--- src/rtl/cmd_tree_sched_if.sv ---
`default_nettype none
// ---------------------------------------------------------------------------
// cmd_tree_sched_if : requester-side bus of cmd_tree_sched (request/grant/done)
// Rev 1.0
// ---------------------------------------------------------------------------
interface cmd_tree_sched_if #(
  parameter int NUM_REQ         = 4,
  parameter int NUM_OUTPUT_DATA = 8,
  parameter int LEN_W           = 8
);
  logic [NUM_REQ-1:0]                 i_req;
  logic [NUM_REQ*NUM_OUTPUT_DATA-1:0] i_req_cmd;
  logic [NUM_REQ*LEN_W-1:0]           i_req_len;
  logic [NUM_REQ-1:0]                 o_grant;
  logic [NUM_REQ-1:0]                 o_done;

  modport master (
    output i_req, i_req_cmd, i_req_len,
    input  o_grant, o_done
  );

  modport slave (
    input  i_req, i_req_cmd, i_req_len,
    output o_grant, o_done
  );
endinterface
`default_nettype wire

--- src/rtl/cmd_tree_sched.sv ---
`default_nettype none
// ---------------------------------------------------------------------------
// cmd_tree_sched : round-robin owner of one command tree; optional issue-cycle
// counter via CMD_TREE_SCHED_PERF_CNT_EN.  Rev 1.0
// ---------------------------------------------------------------------------
module cmd_tree_sched #(
  parameter int NUM_REQ         = 4,
  parameter int NUM_OUTPUT_DATA = 8,
  parameter int LEN_W           = 8,
  parameter int TREE_LATENCY    = 4
) (
  input  logic                       clk,
  input  logic                       rst,
  cmd_tree_sched_if.slave            bus,
  output logic                       o_tree_en,
  output logic [NUM_OUTPUT_DATA-1:0] o_tree_cmd,
  output logic                       o_busy
`ifdef CMD_TREE_SCHED_PERF_CNT_EN
  ,
  output logic [31:0]                o_issue_cycles
`endif
);

  localparam int PTR_W = (NUM_REQ > 1) ? $clog2(NUM_REQ) : 1;
  localparam int DRN_W = $clog2(TREE_LATENCY + 1);

  localparam logic [1:0] c_idle  = 2'd0;
  localparam logic [1:0] c_issue = 2'd1;
  localparam logic [1:0] c_drain = 2'd2;
  localparam logic [1:0] c_done  = 2'd3;

  logic [1:0]                 r_state;
  logic [PTR_W-1:0]           r_ptr;
  logic [PTR_W-1:0]           r_win;
  logic [LEN_W-1:0]           r_burst_cnt;
  logic [DRN_W-1:0]           r_drain_cnt;
  logic [NUM_REQ-1:0]         r_grant;
  logic [NUM_REQ-1:0]         r_done;
  logic                       r_tree_en;
  logic [NUM_OUTPUT_DATA-1:0] r_tree_cmd;
  logic                       r_busy;

  logic [NUM_OUTPUT_DATA-1:0] w_cmd_arr [NUM_REQ];
  logic [LEN_W-1:0]           w_len_arr [NUM_REQ];
  logic                       w_found;
  logic [PTR_W-1:0]           w_win;
  logic [PTR_W-1:0]           w_ptr_next;
  logic [NUM_OUTPUT_DATA-1:0] w_sel_cmd;
  logic [LEN_W-1:0]           w_burst_load;
  logic [NUM_REQ-1:0]         w_win_oh;
  logic [NUM_REQ-1:0]         w_rwin_oh;

  generate
    for (genvar r = 0; r < NUM_REQ; r++) begin : g_slice
      assign w_cmd_arr[r] = bus.i_req_cmd[r*NUM_OUTPUT_DATA +: NUM_OUTPUT_DATA];
      assign w_len_arr[r] = bus.i_req_len[r*LEN_W +: LEN_W];
    end
  endgenerate

  // First requester at or above the pointer, wrapping around.
  always_comb begin : arb
    logic [PTR_W-1:0] v_idx;
    v_idx   = '0;
    w_found = 1'b0;
    w_win   = '0;
    for (int i = 0; i < NUM_REQ; i++) begin
      v_idx = PTR_W'((int'(r_ptr) + i) % NUM_REQ);
      if (!w_found && bus.i_req[v_idx]) begin
        w_found = 1'b1;
        w_win   = v_idx;
      end
    end
  end

  assign w_ptr_next   = (w_win == PTR_W'(NUM_REQ - 1)) ? '0 : w_win + 1'b1;
  assign w_sel_cmd    = w_cmd_arr[w_win];
  assign w_burst_load = (w_len_arr[w_win] == '0) ? LEN_W'(1) : w_len_arr[w_win];
  assign w_win_oh     = NUM_REQ'(1) << w_win;
  assign w_rwin_oh    = NUM_REQ'(1) << r_win;

  always_ff @(posedge clk or negedge rst) begin
    if (!rst) begin
      r_state     <= c_idle;
      r_ptr       <= '0;
      r_win       <= '0;
      r_burst_cnt <= '0;
      r_drain_cnt <= '0;
      r_grant     <= '0;
      r_done      <= '0;
      r_tree_en   <= 1'b0;
      r_tree_cmd  <= '0;
      r_busy      <= 1'b0;
    end else begin
      r_grant <= '0;
      r_done  <= '0;
      case (r_state)
        c_idle: begin
          if (w_found) begin
            r_win   <= w_win;
            r_ptr   <= w_ptr_next;
            r_grant <= w_win_oh;
            r_busy  <= 1'b1;
            // An empty mask has nothing to send: grant and complete together.
            if (w_sel_cmd == '0) begin
              r_state <= c_done;
              r_done  <= w_win_oh;
            end else begin
              r_state     <= c_issue;
              r_tree_en   <= 1'b1;
              r_tree_cmd  <= w_sel_cmd;
              r_burst_cnt <= w_burst_load;
            end
          end
        end
        c_issue: begin
          if (r_burst_cnt <= LEN_W'(1)) begin
            r_state     <= c_drain;
            r_tree_en   <= 1'b0;
            r_tree_cmd  <= '0;
            r_burst_cnt <= '0;
            r_drain_cnt <= DRN_W'(TREE_LATENCY);
          end else begin
            r_burst_cnt <= r_burst_cnt - 1'b1;
          end
        end
        c_drain: begin
          if (r_drain_cnt <= DRN_W'(1)) begin
            r_state     <= c_done;
            r_done      <= w_rwin_oh;
            r_drain_cnt <= '0;
          end else begin
            r_drain_cnt <= r_drain_cnt - 1'b1;
          end
        end
        c_done: begin
          r_state <= c_idle;
          r_busy  <= 1'b0;
        end
        default: begin
          r_state    <= c_idle;
          r_busy     <= 1'b0;
          r_tree_en  <= 1'b0;
          r_tree_cmd <= '0;
        end
      endcase
    end
  end

  assign bus.o_grant = r_grant;
  assign bus.o_done  = r_done;
  assign o_tree_en   = r_tree_en;
  assign o_tree_cmd  = r_tree_cmd;
  assign o_busy      = r_busy;

`ifdef CMD_TREE_SCHED_PERF_CNT_EN
  logic [31:0] r_issue_cycles;

  always_ff @(posedge clk or negedge rst) begin
    if (!rst) begin
      r_issue_cycles <= '0;
    end else if (r_state == c_issue && r_issue_cycles != 32'hFFFF_FFFF) begin
      r_issue_cycles <= r_issue_cycles + 32'd1;
    end
  end

  assign o_issue_cycles = r_issue_cycles;
`endif

endmodule
`default_nettype wire

--- src/flat_wrapper.sv ---
// flat-port wrapper written by rule: the top's interface ports become plain ports
module cmd_tree_sched_flat 
#(
  parameter int NUM_REQ         = 4,
  parameter int NUM_OUTPUT_DATA = 8,
  parameter int LEN_W           = 8,
  parameter int TREE_LATENCY    = 4
)
  (clk, rst, o_tree_en, o_tree_cmd, o_busy, bus_i_req, bus_i_req_cmd, bus_i_req_len, bus_o_grant, bus_o_done);
  cmd_tree_sched_if #(.NUM_REQ(NUM_REQ), .NUM_OUTPUT_DATA(NUM_OUTPUT_DATA), .LEN_W(LEN_W)) bus_i ();
  input  logic clk;
  input  logic rst;
  output logic o_tree_en;
  output logic [NUM_OUTPUT_DATA-1:0] o_tree_cmd;
  output logic o_busy;
  input wire logic [$bits(bus_i.i_req)-1:0] bus_i_req;
  input wire logic [$bits(bus_i.i_req_cmd)-1:0] bus_i_req_cmd;
  input wire logic [$bits(bus_i.i_req_len)-1:0] bus_i_req_len;
  output wire logic [$bits(bus_i.o_grant)-1:0] bus_o_grant;
  output wire logic [$bits(bus_i.o_done)-1:0] bus_o_done;
  assign bus_i.i_req = bus_i_req;
  assign bus_i.i_req_cmd = bus_i_req_cmd;
  assign bus_i.i_req_len = bus_i_req_len;
  assign bus_o_grant = bus_i.o_grant;
  assign bus_o_done = bus_i.o_done;
  cmd_tree_sched #(.NUM_REQ(NUM_REQ), .NUM_OUTPUT_DATA(NUM_OUTPUT_DATA), .LEN_W(LEN_W), .TREE_LATENCY(TREE_LATENCY)) u_core (.clk(clk), .rst(rst), .bus(bus_i), .o_tree_en(o_tree_en), .o_tree_cmd(o_tree_cmd), .o_busy(o_busy));
endmodule
--- config.mk ---
export PLATFORM = sky130hd
export DESIGN_NAME = cmd_tree_sched_flat
export DESIGN_NICKNAME = d
export VERILOG_FILES = /design/src/rtl/cmd_tree_sched_if.sv /design/src/rtl/cmd_tree_sched.sv /design/src/flat_wrapper.sv
export SDC_FILE = /design/constraint.sdc
export NUM_CORES = 1
export LEC_CHECK = 0
export ABC_AREA = 1
export BUFFER_PORTS_ARGS = -buffer_cell sky130_fd_sc_hd__buf_4
export CORE_ASPECT_RATIO = 1.4
export CORE_MARGIN = 10
export CORE_UTILIZATION = 45
export DETAILED_ROUTE_END_ITERATION = 16
export PLACE_DENSITY = 0.72
export SLEW_MARGIN = 25
export SYNTH_ARGS = -nofsm -noshare
export SYNTH_HDL_FRONTEND = slang
export SYNTH_SLANG_ARGS = --single-unit
export TNS_END_PERCENT = 50
--- constraint.sdc ---
create_clock -name clk -period 5.3 [get_ports clk]
set_input_delay 0.795 -clock clk [delete_from_list [all_inputs] [get_ports clk]]
set_output_delay 0.795 -clock clk [all_outputs]
set_load 0.02 [all_outputs]
# [Yosys cells after proc, flatten, opt, wreduce, memory -nomap -nowiden]
# Cells that the tools add are included.
# W data, S select, Z words.
[totals] ff_bits=35 latchBits=0 mem_bits_rw=0 rom_bits=0 input_bits=70 output_inout_bits=18 wordCells=104 n_memories=0
[op_classes] add_sub_neg=6 mul=0 n_div=0 magnitude_cmp=7 eq_ne=8 shift=2 muxes=52 bitwise_logic=1 n_reduce_logical=18
[ops] operator="$mux W8" count=11
[ops] operator="$bmux W8 S2" count=2
[ops] operator="$pmux W8 S2" count=2
[ops] operator="$mux W4" count=5
[ops] operator="$mux W2" count=9
[ops] operator="$logic_not A8 Y1" count=2
[ops] operator="$lt A2 B3 Y1 const B" count=4
[ops] operator="$mux W1" count=12
[ops] operator="$bmux W1 S2" count=4
[ops] operator="$le A8 B1 Y1 const B" count=1
[ops] operator="$pmux W2 S4" count=1
[ops] operator="$pmux W4 S2" count=1
[ops] operator="$shl A1 B2 Y4 const A" count=2
[ops] operator="$sub A8 B1 Y8 const B" count=1
[ops] operator="$eq A2 B2 Y1 const B" count=3
[ops] operator="$mux W3" count=2
[ops] operator="$ne A2 B1 Y1 const B" count=3
[ops] operator="$pmux W3 S2" count=1
[ops] operator="$reduce_and A2 Y1" count=3
[ops] operator="$reduce_and A3 Y1" count=2
[ops] operator="$reduce_bool A2 Y1" count=3
[ops] operator="$add A2 B1 Y2 const B" count=2
[ops] operator="$add A2 B2 Y2 const B" count=2
[ops] operator="$pmux W1 S2" count=2
[ops] operator="10 further kinds" count=14

# [Longest topological paths before layout]
[depth] depth_word=21 ltp_mapped=23 ltp_nobuf=21

# [Least setup slack after synthesis]
# Ideal clock, no wire load.
[synth_path] path_type="input to register" from="input port bus_i_req[1]" to="register u_core.r_tree_cmd[0] (netlist: u_core.o_tree_cmd[0])" arrival_ns=2.450 t_required_ns=5.183 slack_ns=2.733 path_stages=20 cell_sequence="inv_1 -> nand2_1 -> nand3_1 -> nand2_2 -> inv_2 -> nand2_2 -> nand2_4 -> nand2_2 -> nor2_4 -> buf_6 -> nand2_1 -> nand3_1 -> nand2_1 -> nand2_1 -> nor2_4 -> nand3_4 -> buf_6 -> nand3_4 -> nand2_1 -> nand2_1"
[synth_via] elab_chain_cells=19 elab_cells_between_ends=33
[synth_rtl] element="start, declared" line="flat_wrapper.sv:16" source="input wire logic [$bits(bus_i.i_req)-1:0] bus_i_req;"
[synth_rtl] element="$bmux W1 S2" line="cmd_tree_sched.sv:68" source="if (!w_found && bus.i_req[v_idx]) begin"
[synth_rtl] element="$mux W1 (not written as such)" line="cmd_tree_sched.sv:68"
[synth_rtl] element="$mux W1" line="cmd_tree_sched.sv:68"
[synth_rtl] element="$logic_not A1 Y1" line="cmd_tree_sched.sv:68"
[synth_rtl] element="$logic_and A1 B1 Y1" line="cmd_tree_sched.sv:68"
[synth_rtl] element="$mux W1" line="cmd_tree_sched.sv:68"
[synth_rtl] element="$logic_not A1 Y1" line="cmd_tree_sched.sv:68"
[synth_rtl] element="$logic_and A1 B1 Y1" line="cmd_tree_sched.sv:68"
[synth_rtl] element="(+3 left out)"
[synth_rtl] element="$mux W2 (*)" line="cmd_tree_sched.sv:68"
[synth_rtl] element="net u_core.w_win[0]" line="cmd_tree_sched.sv:46" source="logic [PTR_W-1:0] w_win;"
[synth_rtl] element="$not A2 Y3 (not written as such) (*)" line="cmd_tree_sched.sv:76" source="assign w_sel_cmd = w_cmd_arr[w_win];"
[synth_rtl] element="$bmux W8 S2 (*)" line="cmd_tree_sched.sv:76"
[synth_rtl] element="$mux W8 (not written as such) (*) (2 in a row)" line="cmd_tree_sched.sv:76"
[synth_rtl] element="$logic_not A8 Y1 / $mux W8 (equally long branches)" line="cmd_tree_sched.sv:104" source="if (w_sel_cmd == '0) begin"
[synth_rtl] element="$ne A2 B2 Y1 (no source line) / $mux W8 (equally long branches)"
[synth_rtl] element="$reduce_and A4 Y1 (no source line) / $pmux W8 S2 (equally long branches)"
[synth_rtl] element="end signal, assigned" line="cmd_tree_sched.sv:110" source="r_tree_cmd <= w_sel_cmd;"
[synth_rtl] element="end, declared" line="cmd_tree_sched.sv:40" source="logic [NUM_OUTPUT_DATA-1:0] r_tree_cmd;"
# The timed path passes the listed nets; every way through them passes the cells marked *. The select of a mux whose other input is x is not followed.
# A chain may end at the register's enable or synchronous reset.

# [Worst setup path after layout]
[layout_path] from="register u_core.r_ptr[0]" to="register u_core.r_burst_cnt[5]"
[layout_via] elab_chain_cells=21 elab_cells_between_ends=41
[layout_rtl] element="start, declared" line="cmd_tree_sched.sv:33" source="logic [PTR_W-1:0] r_ptr;"
[layout_rtl] element="start signal, assigned" line="cmd_tree_sched.sv:100" source="r_ptr <= w_ptr_next;"
[layout_rtl] element="parallel branches: the longest is 21 deep, another holds $add A2 B1 Y2"
[layout_rtl] element="end signal, assigned" line="cmd_tree_sched.sv:111" source="r_burst_cnt <= w_burst_load;"
[layout_rtl] element="end signal, assigned" line="cmd_tree_sched.sv:123" source="r_burst_cnt <= r_burst_cnt - 1'b1;"
[layout_rtl] element="end, declared" line="cmd_tree_sched.sv:35" source="logic [LEN_W-1:0] r_burst_cnt;"
# Parallel ways; which one is timed is not known. The select of a mux whose other input is x is not followed.

==> qor.csv <==
stage,metric,value,unit
routing,Via density,5.22,
logic_synthesis,Cells after Synth,416,
timing,Setup Skew,0.00572,ns
routing,Iteration-0 DRC Markers,147,
global_routing,number of global-route vias before repair,2965,
cts,Clock Root Buffer,clkbuf_8,
floorplan,initial core utilization,45.7,%
power_and_ir_drop,Lkg Pwr,1.95,nW
critical_path,Setup crit end kind,flip-flop,
cts,clock-pin slew of the registers on the worst-case setup and hold paths,0.07,ns
cts,CTS tree,done,
global_routing,first-pass GRT wire length,14.1,mm
critical_path,CP Launch Type,flip-flop,
logic_synthesis,Synth Area per Inst,6.77,um^2
power_and_ir_drop,Worst VDD drop,0.000453,V
routing,Post-DRT Antenna Nets,0,
power_and_ir_drop,total power,2.85,mW
logic_synthesis,Mapped Area,2820,um^2
cts,post-CTS setup buffers,0,
layout,most frequent cells in the layout,"nand2_1 (162), buf_4 (87), nand3_1 (44)",
critical_path,critical path required time,5.47,ns
floorplan,Vert. Die Dim,114,um
routing,residual DRC count,0,
cts,Clock Latency Late Sink,0.29,ns
floorplan,num ports,88,
global_routing,largest net degree at the start of global routing,36,
cts,H-tree depth,2,
placed_design,Final Wtd Congestion,0.880,
timing,pins over their slew limit,0,
routing,via count,2968,
cts,hold_buf cts,0,
logic_synthesis,synth unique cells,30,
placed_design,I/O Buffers,87,
timing,crit path time final,3.17,ns
timing,RSZ-0062 raised after global routing,no,
power_and_ir_drop,Pwr Density,805,nW/um^2
cts,post-CTS sizing,0,
layout,fill count,573,
floorplan,Die X,86.9,um
floorplan,std cell rows,34,
min_path,Hold Crit Class,in2async,
floorplan,Core Area,6170,um^2
global_routing,gr ovfl total,0,
logic_synthesis,Most used DFF post-synth,dfrtp_1,
timing,Final WS setup,2.13,ns
logic_synthesis,sequential fraction of the synthesis area,31.1,%
global_routing,initial antenna violation count,0,
layout,share of cells above drive strength 1,24.9,%
floorplan,full die area,9870,um^2
layout,"commonest non-fill, non-tap cell in the layout",nand2_1,
global_routing,Tot GR Track Use,17.2,%
timing,Peak Freq,316,MHz
placed_design,Placement Cell Area,3450,um^2
placed_design,pre-CTS setup slack,1.99,ns
layout,post-layout instance area,3540,um^2
cts,CTS buffer count,5,
timing,Fin Setup TNS,0,ns
placed_design,DP Wirelength,6.68,mm
timing,final period utilization,59.8,%
routing,DR WL/cell,14.6,um
cts,CTS max path bufs,2,
timing,Max transition margin,67.6,%
layout,number of nets in the layout,577,
layout,# diodes,0,
logic_synthesis,"Async S/R FF share, synth",100,%
run_status,status,finished clean,
logic_synthesis,"EDFF count, synth",0,
layout,fin cells,569,
timing,Final Hold Fails,0,
timing,Hold WS,0.441,ns
layout,Syn-to-layout area delta,25.5,%
critical_path,Crit path arrival time,3.34,ns
run,MaxCap Viol Count,0,
routing,WL final,8.31,mm
routing,Pre-antenna DRT Iters,4,
logic_synthesis,Yosys reg bits,35,
critical_path,crit-path max FO,34,
critical_path,R2R setup slack,2.13,ns
logic_synthesis,Synth warnings,0,
critical_path,critical path class,reg2reg,
timing,number of setup violations in the final report,0,
placed_design,placed insts,561,
timing,Worst Tran Pin Value,0.487,ns
logic_synthesis,Post-Syn Nets,497,
cts,clock sink count,35,
layout,Util after Layout,57.3,%
[worst paths after layout]
path,startpoint,endpoint,depth (start not counted)
worst min-delay path,rst,u_core.o_tree_cmd[6],1
worst min register to register,u_core.o_tree_cmd[5],u_core.o_tree_cmd[5],2
max in group asynchronous,rst,u_core.r_burst_cnt[4],1
min in group clk,u_core.o_tree_cmd[5],u_core.o_tree_cmd[5],2
worst max register to register,u_core.r_ptr[0],u_core.r_burst_cnt[5],17
worst max-delay path,u_core.r_ptr[0],u_core.r_burst_cnt[5],17
[power breakdown]
part / total [mW] / switching (mW) / internal (mW) / leakage, nW
combinational: 2.16 / 1.45 / 0.708 / 1.46
clock: 0.188 / 0.0985 / 0.0899 / 0.0477
sequential: 0.498 / 0.103 / 0.395 / 0.440
total: 2.85 / 1.65 / 1.19 / 1.95
[synthesized netlist by cell type, types with 2 or more instances]
| library cell | n | area share, % |
|---|---|---|
| a21oi_1 | 5 | 0.89 |
| nand2_2 | 9 | 2.0 |
| nand3_1 | 44 | 7.8 |
| nand2_4 | 4 | 1.6 |
| nand3_4 | 4 | 2.5 |
| xnor2_1 | 2 | 0.62 |
| inv_2 | 4 | 0.53 |
| nor2_1 | 21 | 2.8 |
| nand2_1 | 162 | 22 |
| o41ai_1 | 4 | 1.2 |
| buf_2 | 2 | 0.36 |
| nand3_2 | 2 | 0.71 |
| buf_6 | 7 | 2.8 |
| o22ai_1 | 6 | 1.3 |
| inv_1 | 40 | 5.3 |
| dfrtp_1 | 35 | 31 |
| ha_1 | 11 | 4.9 |
| o21ai_0 | 12 | 2.1 |
| nor2_4 | 4 | 1.6 |
| nand4_1 | 24 | 5.3 |
| clkbuf_1 | 5 | 0.67 |
[routing by layer]
metal  share of wire (%)  vias up  track usage [%]  routed length (um)
li1                    -     1511                -                   -
met1                  38     1361             19.2                3180
met2                  55       81             30.8                4540
met3                 5.0       15             3.57                 419
met4                 2.2        0             6.39                 179
met5                   0        -                0                   0
[sequential cells by signal, indices dropped and copies added (netlist names)]
signal / count
u_core.bus.o_done: 4
u_core.o_tree_en: 1
u_core.r_state: 2
u_core.o_tree_cmd: 8
u_core.r_burst_cnt: 8
u_core.r_drain_cnt: 3
u_core.r_win: 2
u_core.r_ptr: 2
u_core.bus.o_grant: 4
u_core.o_busy: 1
[area by class of cell]
type	count	area, um^2	area share (%)
Tap cell	72	90.1	2.55
Clock buffer	5	68.8	1.95
Inverter	47	186	5.27
Clock inverter	3	15.0	0.424
Timing Repair Buffer	87	653	18.5
Sequential cell	35	876	24.8
Multi-Input combinational cell	320	1650	46.6
[logic make-up (layout without fill, tap and decap cells)]
logic type                 after synthesis  after routing  synth area share, %
adders and majority gates               11             11                 4.88
xor gates and xnor gates                 3              3                0.933
buffers and inverters                   61            142                 10.4
DFF                                     35             35                 31.1
AOI/OAI and AO/OA                       29             29                 6.13
and+or+nand+nor                        277            277                 46.5
[worst max-delay path: stages (launching register included)]
cell	delay [ns]
dfrtp_1	0.65
inv_6	0.11
nand2_2	0.10
nand3_1	0.08
nand2_1	0.11
inv_1	0.08
nand3_2	0.33
nand3_4	0.38
nand2_1	0.15
nand3_1	0.09
nand2_1	0.12
nand2_1	0.10
nor2_4	0.18
nand3_4	0.18
nand2_4	0.16
inv_2	0.09
nand2_1	0.06
nand2_1	0.06
No activity file was read; power rests on OpenSTA's default activity.
